<file path="src/rtl/bcd_mod_counter.sv">
// Packed-BCD up/down counter wrapping at MODULUS, with sync clear/load and cascade tc.
// q, wrap and load_err update one clk after the sampled command; tc is combinational; no backpressure.
module bcd_mod_counter #(
    parameter int DIGITS  = 2,
    parameter int MODULUS = 60
) (
    input  logic                  clk,
    input  logic                  reset,
    input  logic                  clr,
    input  logic                  load,
    input  logic [4*DIGITS-1:0]   din,
    input  logic                  en,
    input  logic                  up,
    output logic [4*DIGITS-1:0]   q,
    output logic                  tc,
    output logic                  wrap,
    output logic                  load_err
);

    localparam int W = 4 * DIGITS;

    function automatic logic [W-1:0] int_to_bcd(input int value);
        logic [W-1:0] r;
        int           v;
        r = '0;
        v = value;
        for (int i = 0; i < DIGITS; i++) begin
            r[4*i +: 4] = 4'(v % 10);
            v           = v / 10;
        end
        return r;
    endfunction

    // Largest legal count, fixed at elaboration.
    localparam logic [W-1:0] TOP = int_to_bcd(MODULUS - 1);

    function automatic logic [W-1:0] bcd_inc(input logic [W-1:0] v);
        logic [W-1:0] r;
        logic         carry;
        r     = v;
        carry = 1'b1;
        for (int i = 0; i < DIGITS; i++) begin
            if (carry) begin
                if (v[4*i +: 4] == 4'd9) begin
                    r[4*i +: 4] = 4'd0;
                end else begin
                    r[4*i +: 4] = v[4*i +: 4] + 4'd1;
                    carry       = 1'b0;
                end
            end
        end
        return r;
    endfunction

    function automatic logic [W-1:0] bcd_dec(input logic [W-1:0] v);
        logic [W-1:0] r;
        logic         borrow;
        r      = v;
        borrow = 1'b1;
        for (int i = 0; i < DIGITS; i++) begin
            if (borrow) begin
                if (v[4*i +: 4] == 4'd0) begin
                    r[4*i +: 4] = 4'd9;
                end else begin
                    r[4*i +: 4] = v[4*i +: 4] - 4'd1;
                    borrow      = 1'b0;
                end
            end
        end
        return r;
    endfunction

    logic           digits_ok;
    logic           load_ok;
    logic           at_top;
    logic           at_zero;
    logic [W-1:0]   q_inc;
    logic [W-1:0]   q_dec;

    always_comb begin
        digits_ok = 1'b1;
        for (int i = 0; i < DIGITS; i++) begin
            if (din[4*i +: 4] > 4'd9) begin
                digits_ok = 1'b0;
            end
        end
    end

    // With every digit valid, packed BCD orders the same as plain binary.
    assign load_ok = digits_ok && (din <= TOP);

    assign at_top  = (q == TOP);
    assign at_zero = (q == '0);
    assign q_inc   = bcd_inc(q);
    assign q_dec   = bcd_dec(q);

    assign tc = en & ((up & at_top) | (~up & at_zero));

    always_ff @(posedge clk or negedge reset) begin
        if (!reset) begin
            q        <= '0;
            wrap     <= 1'b0;
            load_err <= 1'b0;
        end else if (clr) begin
            q        <= '0;
            wrap     <= 1'b0;
            load_err <= 1'b0;
        end else if (load) begin
            wrap <= 1'b0;
            if (load_ok) begin
                q        <= din;
                load_err <= 1'b0;
            end else begin
                load_err <= 1'b1;
            end
        end else if (en) begin
            load_err <= 1'b0;
            if (up) begin
                q    <= at_top ? '0 : q_inc;
                wrap <= at_top;
            end else begin
                q    <= at_zero ? TOP : q_dec;
                wrap <= at_zero;
            end
        end else begin
            wrap     <= 1'b0;
            load_err <= 1'b0;
        end
    end

endmodule

</file>
<file path="config.mk">
export PLATFORM = sky130hd
export DESIGN_NAME = bcd_mod_counter
export DESIGN_NICKNAME = d
export VERILOG_FILES = /design/src/rtl/bcd_mod_counter.sv
export SDC_FILE = /design/constraint.sdc
export NUM_CORES = 1
export LEC_CHECK = 0
export ABC_CLOCK_PERIOD_IN_PS = 2300
export CORE_ASPECT_RATIO = 0.8
export CORE_UTILIZATION = 45
export CTS_BUF_LIST = sky130_fd_sc_hd__clkbuf_16
export DETAILED_ROUTE_END_ITERATION = 12
export GPL_TIMING_DRIVEN = 0
export PLACE_DENSITY = 0.76
export SETUP_SLACK_MARGIN = 0.3
export SLEW_MARGIN = 25
export SYNTH_ARGS = -nofsm -noshare
export SYNTH_HDL_FRONTEND = slang
export SYNTH_SLANG_ARGS = --single-unit
</file>
<file path="constraint.sdc">
create_clock -name clk -period 2.3 [get_ports clk]
set_input_delay 0.46 -clock clk [delete_from_list [all_inputs] [get_ports clk]]
set_output_delay 0.46 -clock clk [all_outputs]
set_load 0.05 [all_outputs]
</file>
Word-level counts from Yosys, hierarchy flattened:

Index checks and enable logic that the tools add are counted.

* multiply operators: 0
* bitwise gates (word level): 5
* mux-type cells: 24
* add/subtract/negate cells: 4
* equal/unequal tests: 5
* magnitude comparators: 3
* shifts and indexed selects: 0
* reductions and logical operators: 8
* div/mod/pow operators: 0

Operator list (count)
* 2-to-1 mux 8 bit: 7
* 2-to-1 mux 4 bit: 6
* 2-to-1 mux 1 bit: 11
* adder 4 x 1 -> 4 bit, second input constant: 2
* equality test 4 bit, second input constant: 2
* equality test 8 x 7 -> 1 bit, second input constant: 1
* > comparator 4 bit, second input constant: 2
* <= comparator 8 x 7 -> 1 bit, second input constant: 1
* logical NOT 4 bit: 2
* logical NOT 8 bit: 1
* subtractor 4 x 1 -> 4 bit, second input constant: 2
* != test 5 x 3 -> 1 bit, second input constant: 1
* nonzero test 5 bit: 1
* AND reduction 4 bit: 1
* bitwise AND 1 bit: 3
* != test 3 x 2 -> 1 bit, second input constant: 1
* nonzero test 3 bit: 1
* AND reduction 2 bit: 1
* logical AND 1 bit: 1
* NOT 1 bit: 1
* OR 1 bit: 1

* input port bits: 14
* memories kept: 0
* output and inout bits: 11
* bits in latches: 0
* flip-flop bits (word level): 10
* word-level logic and storage cells: 53
* memory bits (read-only): 0
* memory bits (writable): 0

Depth between registers and ports, before layout:

Gate-level depths: netlist of run 1.

* word-level depth: 8
* mapped depth: 6
* gate-level depth less buffers: 6

Worst setup path after synthesis of run 1:

Ideal clock, no wire load.

* kind: register -> output
* from: reg q[4]
* to: out tc
* stages on the path, launching flop included: 7
* slack: -0.275 ns
* path buffers: 0
* arrival: 2.115 ns
* required time: 1.840 ns
* cell sequence: dfrtp_1 > inv_1 > ha_1 > or3b_1 > nor3_1 > a31o_1 > and2_1

* word-level cells in the longest chain between the ends: 4
* elaborated cells on any way between the ends: 6
* those cells by class: 1 x eq/ne; 4 x bitwise; 1 x reduce/logical

Ends and longest elaborated chain
* start: declaration: RTL line 14 `output logic [4*DIGITS-1:0] q,`
* start signal: assignment: RTL line 111 `q <= din;`
* start signal: assignment: RTL line 119 `q <= at_top ? '0 : q_inc;`
* start signal: assignment: RTL line 122 `q <= at_zero ? TOP : q_dec;`
* equality test 8 x 7 -> 1 bit / logical NOT 8 bit (equally long branches): RTL line 92, 93
* bitwise AND 1 bit: RTL line 97 `assign tc = en & ((up & at_top) | (~up & at_zero));`
* OR 1 bit (*): RTL line 97
* bitwise AND 1 bit (*): RTL line 97
* end: declaration: RTL line 15 `output logic tc,`

Mark *: on every way between the ends. The rest lies on a longest branch, timed or not.

Worst setup path after layout of run 1:

* from: reg q[0]
* to: out tc

The elaborated chain is that of the path after synthesis.

==> run metrics, run 1 <==
Port Buf Inserts=24; drt total wl=3.31 mm; Async SR Flop Fraction=100%; Mapped Avg Cell Area=8.38 um^2; post-synth top area share=23.5%; Post-CTS Hold Buffers=0; violated checks=negative setup slack; peak supply drop=645 uV; total gr overflow=0; initial core utilization=48.5%; GR Util met2=41.7%; min-delay worst type=primary input to async pin; CP peak stage delay=500 ps; Post-synth top flop=dfrtp_1; Cell Pwr Density=608 mW/mm^2; Buf+Inv Stages, Crit Path=2; post-synthesis sequential area ratio=23.5%; Startpoint Class=flip-flop; slew at the pin closest to its max-slew limit=500 ps; Routed Antenna Nets=0; Post-Route Skew=1.82 ps; crit path max-delay cell type=dfrtp_4; met1 usage=39.9%; Layout Area Growth over Synthesis=53.0%; Tot GR Track Use=27.4%; CP required=1840 ps; Setup-failing EPs final=1; Max Cap Viol=0; RSZ-0062 raised after global routing=true; fin crit share=102%; setup TNS=-36.3 ps; CP arrival=1880 ps; Reg clk slew, reported paths=40 ps; dpl ws=-790 ps; routed length per instance=17.2 um; vias per std cell=6.37; flops & latches, synth=10; core area=0.00220 mm^2; area leader, netlist=dfrtp_1; cell area after synthesis=0.00106 mm^2; post-route setup slack=-36.3 ps; number of flops mapped to enable cells by yosys=0; DR vias=1223; Post-DP Area=0.00137 mm^2; leakage power=0.682 nW; critical path peak fanout=2; total clock buffers created by CTS=3; I/O pin count=25; clock root buffer=clkbuf_16; Slew Limit Fails=0; 1st-pass router iterations=4; detailed placement HPWL=2.17 mm; first-pass GRT wire length=5.30 mm; crit-path leading delay family=simple AND/OR/NAND/NOR gates; initial DRC count=47; YS warnings=0; deepest clock path buffer count=2; Post-Layout Cell Count=192; gpl congestion=0.888; final routed DRC violation total=0; row count=15; post-synthesis net count=150; vias in the first global route=1079; synth top area cells=dfrtp_1, ha_1, inv_1; largest net degree at the start of global routing=11; distinct cell type count after synthesis=49; GRT busiest layer=met2; Clk Latency, worst-skew pair=230 ps; placed insts=176; Die ar.=0.00257 mm^2; Setup CP Type=flip-flop to output pin; worst-path cell chain=inv_4 > ha_4 > or3b_4 > nor3_2 > a31o_1 > and2_4 > buf_8; design area=0.00163 mm^2; CTS Sinks=10; die height=45.5 um; status=complete, but fails checks; # H-tree levels=1; endpoints failing hold=0; initial antenna violation count=0; Die W=56.4 um; met3 GRT Util=3.13%; Synth Instances=127; minimum clock period=2340 ps; fin nets=192; endpoint class of the critical path=output pin; Slew headroom=66.6%; CTS tree=done; share of cells above drive strength 1=28.7%; max frequency=0.428 GHz; number of diodes=0
-- sequential cells by signal (all words and copies together), names as in the netlist --
register and count:
load_err 1, wrap 1, q 8
-- placed cells by master, fill, tap and decap left out, drive strengths merged, types with 2 or more instances in the layout --
cell type	synthesis	layout
o211ai	2	2
a211o	3	3
inv	10	10
nand2	3	3
ha	9	9
a21oi	6	6
and2	3	3
or4	2	2
a22oi	2	2
a211oi	2	2
nand2b	3	3
buf	3	16
clkbuf	4	8
nor2	5	5
nor2b	6	6
nand3	5	5
dlygate4sd2	0	5
and3	2	2
dfrtp	10	10
a2111oi	2	2
o21ai	9	9
and3b	3	3
nor3	6	6
or3b	5	5
clkdlybuf4s50	0	17
-- report_power, final --
group | internal, mW | switching, mW
Combinational | 0.208 | 0.262
Sequential | 0.198 | 0.0228
Clock | 0.225 | 0.0743
Total | 0.631 | 0.360
-- worst paths after layout --
kind / start / end / slack (ps) / cells past startpoint
worst max register to register: q[0] / q[7] / 140 / 8
min in group clk: q[4] / q[4] / 650 / 3
worst min register to register: q[4] / q[4] / 650 / 3
worst min-delay path: reset / load_err / 540 / 1
worst max-delay path: q[0] / tc / -40 / 7
max in group asynchronous: reset / q[0] / 1420 / 1
-- cell type report --
class                      count  area [um^2]
clock buffer                   3         75.1
sequential                    10          258
tap                           25         31.3
multi-input combinational    100          833
timing repair buffer          37          343
inverter                      10         45.0
fill                         151          567
buffer                         7         43.8
-- per-stage QoR --
stage	hold slack (ps)	util, %	total power, mW
after floorplan	164	-	0.481
after global placement	630	62.2	0.597
after detailed placement	626	62.2	0.605
after CTS	552	73.0	0.976
after global routing	576	74.2	1.04
final	539	74.2	0.991
-- repair_timing --
action / CTS / global route
gates resized for setup: 33 / 5
gates cloned: 0 / 0
setup endpoints to repair: 10 / 8
buffers inserted: 12 / 1
pin swaps: 4 / 5
-- cell usage after synthesis, drive strengths merged (3+ instances only) --
master,number
inv,10
ha,9
clkbuf,4
and3b,3
a21oi,6
nor3,6
and2,3
nand2b,3
nand3,5
nor2,5
nor2b,6
a211o,3
or3b,5
o21ai,9
buf,3
nand2,3
dfrtp,10
-- worst reg2reg max path: stages (launching register included) --
cell	delay [ps]
dfrtp_4	500
inv_4	70
ha_4	130
buf_6	90
or3b_4	380
a2111oi_4	350
buf_4	210
nor3_4	50
o31a_1	260
-- kinds of logic after synthesis --
| group | share of synthesized area (%) |
|---|---|
| muxes | 2.00 |
| adders and majority gates | 10.6 |
| AOI/OAI and AO/OA | 29.1 |
| DFF | 23.5 |
| and+or+nand+nor | 27.6 |
| buffers and inverters | 6.35 |
| xor gates and xnor gates | 0.823 |
-- metal layers --
metal,part of all wire [%],wire length (um)
met2,42,1390
met4,3.0,99
met1,43,1410
met3,12,408
met5,0,0
Power figures use the tool's default switching activity.
==> inputs of run 2 (changes only) <==
--- a/config.mk
+++ b/config.mk
@@ -7,13 +7,13 @@
 export LEC_CHECK = 0
 export ABC_CLOCK_PERIOD_IN_PS = 2300
 export CORE_ASPECT_RATIO = 0.8
+export CORE_MARGIN = 2
 export CORE_UTILIZATION = 45
 export CTS_BUF_LIST = sky130_fd_sc_hd__clkbuf_16
 export DETAILED_ROUTE_END_ITERATION = 12
 export GPL_TIMING_DRIVEN = 0
 export PLACE_DENSITY = 0.76
 export SETUP_SLACK_MARGIN = 0.3
-export SLEW_MARGIN = 25
 export SYNTH_ARGS = -nofsm -noshare
 export SYNTH_HDL_FRONTEND = slang
 export SYNTH_SLANG_ARGS = --single-unit
==> run 2 against run 1 <==
The flow still finishes with violations (negative setup slack). Wire length grew 14%. Worst setup slack gained 23 ps. Total power grew 3.4%. Final cell count grew 2.6%. Clock skew shrank 0.63 ps. Sequential cell count is the same. Non-clock buffer count grew 5.
==> run metrics, run 2 (same netlist as run 1, synthesis figures left out) <==
status=complete, but fails checks; violated checks=negative setup slack; peak supply drop=659 uV (+2.1%); initial core utilization=48.5% (unchanged); final routed DRC violation total=0 (unchanged); initial DRC count=80 (+70%); Pwr Total=1.03 mW (+3.4%); Reg clk slew, reported paths=40 ps (about the same); Port Buf Inserts=24 (unchanged); Slew headroom=66.1% (-0.50 points); most common cell after layout, fill and taps aside=clkdlybuf4s50_1; endpoint class of the critical path=output pin; sw frac=36.9% (+0.65 points); placed insts=176 (unchanged); post-route setup slack=-13.5 ps (+22.8 ps); area of the multi-input gates=873 um^2 (+4.8%); max frequency=0.432 GHz (+0.99%); Final Util=77.7% (+3.5 points); setup TNS=-13.5 ps (+22.8 ps); register area=258 um^2 (unchanged); clock root buffer=clkbuf_16; core area=0.00220 mm^2 (unchanged); drt total wl=3.77 mm (+14%); Reg power frac=21.8% (-0.5 points); Regs by FF count=q (8), load_err (1), wrap (1); met3 GRT Util=3.51% (+0.39 points); number of diodes=0 (unchanged); CTS Sinks=10 (unchanged); Post-DP Area=0.00137 mm^2 (unchanged); first-pass GRT wire length=5.49 mm (+3.6%); fill count=155 (+2.6%); design area=0.00171 mm^2 (+4.7%); Setup-failing EPs final=1 (unchanged); leakage power=0.710 nW (+4.2%); fin nets=197 (+2.6%); CP arrival=1850 ps (-30 ps); die height=47.5 um (+4.4%); Tot GR Track Use=27.2% (-0.16 points); Slew Limit Fails=0 (unchanged); Startpoint Class=flip-flop; initial antenna violation count=0 (unchanged); deepest clock path buffer count=2 (unchanged); Post-Route Skew=1.19 ps (-0.631 ps); detailed placement HPWL=2.25 mm (+3.6%); max FFs per register=8 (unchanged); 1st-pass router iterations=4 (unchanged); final hold slack=531 ps (-8.23 ps); min-delay worst type=primary input to async pin; dpl ws=-766 ps (+23.3 ps); total clock buffers created by CTS=3 (unchanged); Clk Latency, worst-skew pair=230 ps (about the same); Clk network pwr share=29.1% (-1.1 points); # H-tree levels=1 (unchanged); Post-Layout Cell Count=197 (+2.6%); I/O pin count=25 (unchanged); Comb power frac=49.1% (+1.6 points); vias per std cell=6.40 (+0.41%); Die ar.=0.00277 mm^2 (+8.1%); GRT busiest layer=met2; largest net degree at the start of global routing=11 (unchanged); met1 usage=38.7% (-1.2 points); vias in the first global route=1138 (+5.5%); row count=15 (unchanged); Setup CP Type=flip-flop to output pin; fin crit share=101% (-0.99 points); Cell Pwr Density=601 mW/mm^2 (-1.2%); Most flops, register=q; share of cells above drive strength 1=33.7% (+5.0 points); critical path peak fanout=3 (+1); routed length per instance=19.1 um (+11%); CP required=1840 ps (about the same); Die W=58.4 um (+3.5%); sw power=0.379 mW (+5.3%); Routed Antenna Nets=0 (unchanged); RSZ-0062 raised after global routing=true; Max Cap Viol=0 (unchanged); gpl congestion=0.909 (+2.3%); minimum clock period=2310 ps (-22.8 ps); Layout Area Growth over Synthesis=60.2%; endpoints failing hold=0 (unchanged); slew at the pin closest to its max-slew limit=508 ps (+7.43 ps); total gr overflow=0 (unchanged); most frequent cells in the layout=clkdlybuf4s50_1, buf_4; Int Pwr=0.647 mW (+2.4%); CTS tree=done; GR Util met2=41.3% (-0.32 points); DR vias=1260 (+3.0%)
## run 2: area by class of cell
class,instances,share of cell area (%)
buffer,7,2.49
clock buffer,3,4.40
inverter,10,2.64
multi-input combinational,100,51.2
sequential,10,15.1
tap,25,1.83
timing repair buffer,42,22.3
## run 2: timing repair
item / in CTS / in global routing
gates cloned: 0 / 0
hold buffers: 0 / 0
pin swaps: 3 / 7
resized for setup: 31 / 18
buffers inserted: 13 / 5
setup endpoints to repair: 10 / 9
## run 2: power groups by stage
stage / clock network (mW) / registers (mW) / logic, mW
after floorplan: 0 / 0.292 / 0.190
after global placement: 0 / 0.233 / 0.364
after detailed placement: 0 / 0.233 / 0.371
after CTS: 0.301 / 0.221 / 0.451
after global routing: 0.309 / 0.225 / 0.534
final: 0.299 / 0.223 / 0.503
## run 2: routing by layer
| metal | routed length (um) | vias to the layer above |
|---|---|---|
| li1 | - | 567 |
| met1 | 1520 | 598 |
| met2 | 1710 | 88 |
| met3 | 471 | 7 |
| met4 | 62 | 0 |
| met5 | 0 | - |
## run 2: worst paths after layout
check,cells after the start,slack (ps),start,end
setup / recovery,7,-10,q[5],tc
hold / removal,1,530,reset,q[2]
hold reg to reg,2,700,q[1],q[1]
setup reg to reg,8,40,q[0],q[5]
min in group clk,2,700,q[1],q[1]
max in group asynchronous,1,1440,reset,q[0]
## run 2: critical path: stages (launching register included)
cell and delay [ps]:
dfrtp_2 430, inv_4 80, ha_4 140, or3b_4 390, nor3_2 160, a31o_1 130
and2_4 150, buf_8 140
==> inputs of run 3 (changes only) <==
--- a/config.mk
+++ b/config.mk
@@ -6,6 +6,7 @@
 export NUM_CORES = 1
 export LEC_CHECK = 0
 export ABC_CLOCK_PERIOD_IN_PS = 2300
+export CAP_MARGIN = 20
 export CORE_ASPECT_RATIO = 0.8
 export CORE_MARGIN = 2
 export CORE_UTILIZATION = 45
@@ -14,6 +15,7 @@
 export GPL_TIMING_DRIVEN = 0
 export PLACE_DENSITY = 0.76
 export SETUP_SLACK_MARGIN = 0.3
+export SKIP_LAST_GASP = 1
 export SYNTH_ARGS = -nofsm -noshare
 export SYNTH_HDL_FRONTEND = slang
 export SYNTH_SLANG_ARGS = --single-unit
==> run 3 against run 2 <==
The flow still finishes with violations (negative setup slack). Worst hold slack lost 1.0 ps. Total power shrank 2.6%. Non-clock buffer count shrank 1. Utilization shrank 2.4 points. Final cell count shrank 0.51%. Maximum frequency grew 0.33%. Combinational power shrank 5.2%. Register-to-register slack gained 40 ps. Critical path depth is the same.
==> run metrics, run 3 (same netlist as run 1, synthesis figures left out) <==
Tot GR Track Use=26.1% (-1.1 points); Port Buf Inserts=24 (unchanged); Slew headroom=65.5% (-0.61 points); min-delay worst type=primary input to async pin; Max Cap Viol=0 (unchanged); 1st-pass router iterations=4 (unchanged); status=complete, but fails checks; fin crit share=100% (-0.33 points); RR Startpoint=q[0]; CP peak stage delay=430 ps (about the same); DR vias=1232 (-2.2%); endpoint class of the critical path=output pin; crit path launch=q[4]; post-route setup slack=-5.87 ps (+7.68 ps); Reg2Reg Depth=8 (unchanged); initial DRC count=61 (-24%); Worst path depth=7 (unchanged); Startpoint Class=flip-flop; vias in the first global route=1087 (-4.5%); clock root buffer=clkbuf_16; register area=258 um^2 (unchanged); first-pass GRT wire length=5.28 mm (-3.9%); Layout Area Growth over Synthesis=55.2%; Routed Antenna Nets=0 (unchanged); gpl congestion=0.909 (unchanged); crit-path leading delay family=simple AND/OR/NAND/NOR gates; RSZ-0062 raised after global routing=true; total gr overflow=0 (unchanged); leakage power=0.730 nW (+2.8%); max FFs per register=8 (unchanged); Reg power frac=22.4% (+0.6 points); # H-tree levels=1 (unchanged); CP arrival=1850 ps (about the same); die height=47.5 um (unchanged); deepest clock path buffer count=2 (unchanged); CTS Sinks=10 (unchanged); Final Util=75.3% (-2.4 points); fill count=162 (+4.5%); slew at the pin closest to its max-slew limit=517 ps (+9.18 ps); number of diodes=0 (unchanged); Clk Latency, worst-skew pair=230 ps (about the same); CTS tree=done; most common cell after layout, fill and taps aside=clkdlybuf4s50_1; drt total wl=3.45 mm (-8.4%); Die ar.=0.00277 mm^2 (unchanged); Die W=58.4 um (unchanged); routed length per instance=17.6 um (-7.9%); setup TNS=-5.87 ps (+7.68 ps); worst-path cell chain=inv_2 > ha_4 > or3b_4 > nor3_2 > a31o_1 > and2_4 > buf_8; Reg clk slew, reported paths=40 ps (about the same); Reg2Reg Setup Slack=80 ps (+40 ps); Setup-failing EPs final=1 (unchanged); crit path max-delay cell type=dfrtp_2; Most flops, register=q; Buf+Inv Stages, Crit Path=2 (unchanged); endpoints failing hold=0 (unchanged); violated checks=negative setup slack; I/O pin count=25 (unchanged); Setup CP Type=flip-flop to output pin; initial core utilization=48.5% (unchanged); critical path peak fanout=3 (unchanged); Slew Limit Fails=0 (unchanged); Int Pwr=0.639 mW (-1.2%); minimum clock period=2310 ps (-7.68 ps); peak supply drop=665 uV (+0.80%); initial antenna violation count=0 (unchanged); sw power=0.359 mW (-5.1%); final hold slack=530 ps (-0.998 ps); row count=15 (unchanged); most frequent cells in the layout=clkdlybuf4s50_1, buf_4; area of the multi-input gates=822 um^2 (-5.9%); sw frac=36.0% (-0.95 points); fin nets=196 (-0.51%); core area=0.00220 mm^2 (unchanged); Clk network pwr share=29.8% (+0.7 points); largest net degree at the start of global routing=11 (unchanged); share of cells above drive strength 1=31.0% (-2.7 points); dpl ws=-766 ps (unchanged); Comb power frac=47.8% (-1.3 points); detailed placement HPWL=2.25 mm (unchanged); CP required=1840 ps (about the same); final routed DRC violation total=0 (unchanged); Regs by FF count=q (8), load_err (1), wrap (1); Post-Route Skew=0.485 ps (-0.709 ps); vias per std cell=6.29 (-1.7%); max frequency=0.434 GHz (+0.33%); Cell Pwr Density=604 mW/mm^2 (+0.46%); total clock buffers created by CTS=3 (unchanged)
-- run 3: changes by cell type in the layout (fill, tap and decap cells not counted), sizes merged --
cell,before,now
dlygate4sd2,4,1
dlymetal6s2s,1,4
buf,22,21
-- run 3: cell type report --
cell class                 instances  share of cell area, %
clock buffer                       3                   4.54
inverter                          10                   2.73
sequential                        10                   15.6
buffer                             7                   2.50
tap                               25                   1.89
multi-input combinational        100                   49.7
timing repair buffer              41                   23.0
-- run 3: per-stage QoR --
stage,cell area [um^2],total power [mW],instances
floorplan,1090,0.481,127
global placement,1370,0.597,176
detailed placement,1370,0.604,176
CTS,1590,0.974,192
global route,1650,1.04,196
finish,1650,0.998,196
-- run 3: worst register-to-register path, stage by stage (launching register included) --
cell	delay [ps]
dfrtp_4	490
inv_4	70
ha_4	130
buf_6	90
or3b_4	380
a2111oi_4	370
buf_4	170
or3_4	120
mux2_4	290
-- run 3: routing by layer --
layer  track usage (%)  up-vias  share of wire, %
met5                 0        -                 0
met3              2.43       10               9.7
met1              38.7      584                45
li1                  -      572                 -
met4              11.6        0               2.1
met2              38.9       66                43
-- run 3: power groups by stage --
stage / clock (mW) / combinational [mW] / sequential [mW]
6_report: 0.298 / 0.477 / 0.223
5_1_grt: 0.309 / 0.510 / 0.225
4_1_cts: 0.301 / 0.452 / 0.221
3_5_place_dp: 0 / 0.371 / 0.233
3_3_place_gp: 0 / 0.364 / 0.233
2_1_floorplan: 0 / 0.190 / 0.292
-- run 3: timing repair --
item / in CTS / in global routing
endpoints found under the setup margin: 10 / 12
pin swaps: 3 / 5
setup buffers: 13 / 4
hold endpoints to repair: 0 / 0
hold buffers: 0 / 0
resized for setup: 25 / 14
-- run 3: worst paths after layout --
kind | to
worst max-delay path | tc
worst min-delay path | q[2]
worst max register to register | q[5]
worst min register to register | q[1]
max in group asynchronous | q[0]
min in group clk | q[1]
